$ cat src/rtl/mvu_pkg.sv
// Shared types and constants for the bit-serial matrix-vector unit.
package mvu_pkg;

    localparam int N       = 8;
    localparam int MAXPREC = 8;
    localparam int RES_W   = 32;

    typedef enum logic [1:0] {
        ST_IDLE,
        ST_ACC,
        ST_OUT
    } state_t;

    // A precision of 0 is meaningless, so it behaves as 1 bit.
    function automatic logic [3:0] clamp_prec(input logic [3:0] p, input int maxp);
        if (p == 4'd0)
            return 4'd1;
        else if (int'(p) > maxp)
            return 4'(maxp);
        else
            return p;
    endfunction

endpackage

$ cat src/rtl/mvu_popcount_mac.sv
// One bit-plane pair per call: AND, popcount, weight by 2^shamt, optional negate, accumulate.
module mvu_popcount_mac
    import mvu_pkg::*;
#(
    parameter int N = mvu_pkg::N
) (
    input  logic [N-1:0]            w_plane,
    input  logic [N-1:0]            x_plane,
    input  logic [4:0]              shamt,
    input  logic                    neg,
    input  logic signed [RES_W-1:0] acc_in,
    output logic signed [RES_W-1:0] acc_out
);

    logic [RES_W-1:0]        cnt;
    logic signed [RES_W-1:0] mag;

    always_comb begin
        cnt = '0;
        for (int j = 0; j < N; j++)
            cnt = cnt + RES_W'(w_plane[j] & x_plane[j]);
        mag     = signed'(cnt << shamt);
        acc_out = neg ? (acc_in - mag) : (acc_in + mag);
    end

endmodule

$ cat src/rtl/mvu_top.sv
// Bit-serial GEMV engine: per row, walks all (weight plane, activation plane) pairs,
// then scales, biases and emits one 32-bit result.
module mvu_top
    import mvu_pkg::*;
#(
    parameter int N       = mvu_pkg::N,
    parameter int MAXPREC = mvu_pkg::MAXPREC
) (
    input  logic                    clk,
    input  logic                    rst,
    input  logic                    start,
    input  logic [3:0]              wprec,
    input  logic [3:0]              iprec,
    input  logic                    wsign,
    input  logic                    isign,
    input  logic signed [15:0]      scaler,
    input  logic signed [31:0]      bias,
    input  logic                    wr_w_en,
    input  logic [5:0]              wr_w_addr,
    input  logic [N-1:0]            wr_w_data,
    input  logic                    wr_x_en,
    input  logic [2:0]              wr_x_addr,
    input  logic [N-1:0]            wr_x_data,
    output logic                    busy,
    output logic                    out_valid,
    output logic [2:0]              out_row,
    output logic signed [RES_W-1:0] out_data,
    output logic                    done
);

    logic [N-1:0] wmem [N*8];
    logic [N-1:0] xmem [8];

    state_t                  state;
    logic [2:0]              row;
    logic [3:0]              wb, ib, wp, ip;
    logic                    ws, is;
    logic signed [15:0]      scaler_q;
    logic signed [RES_W-1:0] bias_q, acc, acc_next, result;
    logic                    neg;

    assign neg    = (ws && (wb == wp - 4'd1)) ^ (is && (ib == ip - 4'd1));
    assign result = acc * RES_W'(scaler_q) + bias_q;

    mvu_popcount_mac #(.N(N)) u_mac (
        .w_plane (wmem[{row, wb[2:0]}]),
        .x_plane (xmem[ib[2:0]]),
        .shamt   (5'(wb) + 5'(ib)),
        .neg     (neg),
        .acc_in  (acc),
        .acc_out (acc_next)
    );

    always_ff @(posedge clk or posedge rst) begin
        if (rst) begin
            for (int i = 0; i < N*8; i++) wmem[i] <= '0;
            for (int i = 0; i < 8; i++)   xmem[i] <= '0;
        end else if (!busy) begin
            if (wr_w_en) wmem[wr_w_addr] <= wr_w_data;
            if (wr_x_en) xmem[wr_x_addr] <= wr_x_data;
        end
    end

    // busy drops one cycle after the final OUT, so it stays high alongside done.
    always_ff @(posedge clk or posedge rst) begin
        if (rst) begin
            state     <= ST_IDLE;
            busy      <= 1'b0;
            out_valid <= 1'b0;
            done      <= 1'b0;
            out_row   <= '0;
            out_data  <= '0;
            acc       <= '0;
            row       <= '0;
            wb        <= '0;
            ib        <= '0;
            wp        <= '0;
            ip        <= '0;
            ws        <= 1'b0;
            is        <= 1'b0;
            scaler_q  <= '0;
            bias_q    <= '0;
        end else begin
            out_valid <= 1'b0;
            done      <= 1'b0;
            case (state)
                ST_IDLE: begin
                    busy <= 1'b0;
                    if (start) begin
                        wp       <= clamp_prec(wprec, MAXPREC);
                        ip       <= clamp_prec(iprec, MAXPREC);
                        ws       <= wsign;
                        is       <= isign;
                        scaler_q <= scaler;
                        bias_q   <= bias;
                        acc      <= '0;
                        row      <= '0;
                        wb       <= '0;
                        ib       <= '0;
                        busy     <= 1'b1;
                        state    <= ST_ACC;
                    end
                end
                ST_ACC: begin
                    acc <= acc_next;
                    if (ib == ip - 4'd1) begin
                        ib <= '0;
                        if (wb == wp - 4'd1) begin
                            wb    <= '0;
                            state <= ST_OUT;
                        end else begin
                            wb <= wb + 4'd1;
                        end
                    end else begin
                        ib <= ib + 4'd1;
                    end
                end
                ST_OUT: begin
                    out_valid <= 1'b1;
                    out_data  <= result;
                    out_row   <= row;
                    acc       <= '0;
                    if (row == 3'(N - 1)) begin
                        done  <= 1'b1;
                        state <= ST_IDLE;
                    end else begin
                        row   <= row + 3'd1;
                        state <= ST_ACC;
                    end
                end
                default: state <= ST_IDLE;
            endcase
        end
    end

endmodule

$ cat config.mk
export PLATFORM = sky130hd
export DESIGN_NAME = mvu_top
export DESIGN_NICKNAME = d
export VERILOG_FILES = /design/src/rtl/mvu_pkg.sv /design/src/rtl/mvu_popcount_mac.sv /design/src/rtl/mvu_top.sv
export SDC_FILE = /design/constraint.sdc
export NUM_CORES = 2
export LEC_CHECK = 0
export ABC_AREA = 1
export ABC_CLOCK_PERIOD_IN_PS = 25900
export CELL_PAD_IN_SITES_DETAIL_PLACEMENT = 0
export CELL_PAD_IN_SITES_GLOBAL_PLACEMENT = 1
export CORE_MARGIN = 5
export CORE_UTILIZATION = 30
export CTS_BUF_LIST = sky130_fd_sc_hd__clkbuf_4
export DETAILED_ROUTE_END_ITERATION = 8
export GPL_ROUTABILITY_DRIVEN = 0
export PLACE_DENSITY_LB_ADDON = 0.1
export SLEW_MARGIN = 20
export SYNTH_ARGS = -nofsm -noshare
export SYNTH_HDL_FRONTEND = slang
export SYNTH_SLANG_ARGS = --single-unit
$ cat constraint.sdc
create_clock -name clk -period 25.9 [get_ports clk]
set_input_delay 3.885 -clock clk [delete_from_list [all_inputs] [get_ports clk]]
set_output_delay 3.885 -clock clk [all_outputs]
set_load 0.02 [all_outputs]
==> flow_summary.toml <==
[global_routing]
grt_pass1_vias = 40470
grt_first_pass_wirelength_mm = 250.8
track_usage_pct = 19.72
antenna_found_initial = 10
grt.overflow.total = 0
grt_max_degree = 172

[floorplanning]
die_width_um = 406.1
coreArea_mm2 = 0.1560
dieHeight_um = 406.1
rows = 145
ios = 126
design.die.area_mm2 = 0.1649
initial_core_util_pct = 30.16

[critical_path]
start_kind = "register"
worstSetupPathType = "reg2reg"
crit_slowest_cell = "o311ai_0"
cp_max_fo = 130
path_buf_inv = 6
timing.rr.end = "acc[17]"
cp.depth = 40
startpoint = "wb[0]"
crit_top_cell = "nand2_1"
r2r_slack_ps = 15730
crit_end = "acc[17]"
critPathMaxStageDelay_ps = 800
required_ps = 26900
r2r-start = "wb[0]"
path_delay_family = "adder cells"
crit_arrival_ps = 11170
cp-end-kind = "register"
reg2reg_depth = 40

[drt]
routed_via_density = 4.826
antenna_left = 0
wl_per_cell_um = 20.08
drt_pass1_iterations = 5
vias = 38910
wirelength_mm = 161.9
drt_iter0_drc = 2627
remaining_drc_errors = 0

[clock_tree]
cts_buffers = 217
cts_tree = "done"
htreeDepth = 4
cts_resized = 0
clockBufferDepth = 3
cts-root-buf = "clkbuf_4"
cts.hold.buffers_added = 0
clk_pin_slew_ps = 70
post-cts-setup-buffers = 0
cts.sinks = 717
clock_latency_ps = 1270

[yosys]
syn_avg_cell_area_um2 = 8.125
async_reset_ff_share_pct = 100.0
netlist.area_leader.share_pct = 38.12
synth_cell_types = 57
seq_area_frac_synth_pct = 38.12
ys_top_cells_by_area = "dfrtp_1, fa_1, nand2_1, o21ai_0, inv_1"
synth_edf_count = 0
synth_top_area_cell = "dfrtp_1"
ys.flop_type = "dfrtp_1"
synthesis.area_mm2 = 0.04706
yosys_warnings = 0
syn_nets = 6362
ys_ff_latch = 717
syn_inst = 5792

[timing]
finalCritPeriodShare_pct = 39.27
drv_slew = 0
fin_setup_tns_ps = 0
maxSlewHeadroom_pct = 31.23
rsz0062_at_grt = "false"
finalHoldViolCount = 0
min_period_ps = 10170
worst_pin_slew_ps = 1026
fmax_mhz = 98.32
setup_viol = 0
finClkSkew_ps = 153.0

[min_path]
worstHoldPathCells = 2
hold_class = "reg2reg"

[run_status]
status = "finished clean"

[finish]
mostFrequentLayoutCells = "nand2_1, o21ai_0, dfrtp_1"
drive_gt1_share_pct = 8.210
nets = 6421
n_fill_cell = 16830
final_util_pct = 33.90
area_growth_pct = 12.39
layout_commonest_cell = "nand2_1"

[placed_design]
dp_hpwl_mm = 108.5
port_buffers = 125

[run]
cap_violations = 0
[cell usage after synthesis (13+ instances only)]
cell type and count:
a21oi_1 115, a31oi_1 25, buf_2 16, clkbuf_1 330, dfrtp_1 717, fa_1 340, ha_1 142, inv_1 633
inv_2 17, nand2_1 1488, nand3_1 168, nand4_1 18, nor2_1 433, nor3_1 23, o21ai_0 936, o21ai_1 13
o221ai_1 108, o22ai_1 53, xnor2_1 38, xor2_1 47
[how the worst min path moves through the flow]
| stage | to | slack [ps] | from |
|---|---|---|---|
| detailed placement | out_data[1] | 470 | out_data[1] |
| global route | wmem[44] | 490 | wmem[44] |
| finish | out_data[1] | 470 | out_data[1] |
| global placement | wmem[458] | 460 | wmem[458] |
| floorplan | is | 440 | is |
| CTS | wmem[206] | 480 | wmem[206] |
[registers in the layout (all words and copies together) (netlist names), 2 cells and up]
signal and flops:
acc 32, bias_q 32, ib 4, ip 4, out_data 32, out_row 3, row 3, scaler_q 16
state 2, wb 4, wmem 512, wp 4, xmem 64
[area by class of cell]
| type | count | area [um2] | area share, % |
|---|---|---|---|
| diodes | 11 | 27.53 | 0.05204 |
| clock inverters | 56 | 354.1 | 0.6694 |
| flip-flops and latches | 717 | 17950 | 33.94 |
| well taps | 2058 | 2575 | 4.868 |
| clock buffers | 305 | 2290 | 4.329 |
| multi-input cells | 4055 | 25320 | 47.86 |
| inverters | 659 | 2494 | 4.714 |
| repair buffers | 201 | 1888 | 3.569 |
[worst reg2reg max path, delay by kind of cell, from the launching register on]
| kind | cells | cell delay [ps] |
|---|---|---|
| adder cells (fa/ha/maj) | 7 | 2950 |
| AO/OA/AOI/OAI | 9 | 2490 |
| AND/OR/NAND/NOR | 17 | 1930 |
| buffers and inverters | 6 | 1580 |
| flip-flops | 1 | 790 |
| XOR/XNOR | 1 | 130 |
[kinds of logic (layout without fill, tap and decap cells)]
family	after synthesis	count (layout)	share of synthesized area, %
AND/OR/NAND/NOR	2183	2183	18.46
AO/OA/AOI/OAI	1304	1304	15.32
buffers and inverters	1020	1221	8.250
flip-flops	717	717	38.12
adder cells (fa/ha/maj)	482	482	18.24
XOR/XNOR	86	86	1.616
other	0	11	0
[metrics by stage]
stage / instance area [um2] / hold WS (ps) / setup WS, ps / instances
detailed placement: 50200 / 467.3 / 15970 / 7689
CTS: 52840 / 481.9 / 15770 / 8050
floorplan: 47060 / 442.2 / 1903 / 5792
finish: 52900 / 474.8 / 15730 / 8062
global route: 52890 / 494.8 / 14780 / 8059
global placement: 50200 / 460.5 / 15990 / 7689
[metal layers]
metal / track usage, % / vias to the layer above / routed length (um)
met5: 0 / - / 22
met4: 5.799 / 4 / 4254
met3: 3.484 / 254 / 6938
met2: 32.65 / 771 / 75920
met1: 26.48 / 19020 / 74750
li1: - / 18860 / -
Power is not shown: default switching activity piles up to over one toggle a cycle in this logic, so the estimate is an artifact.
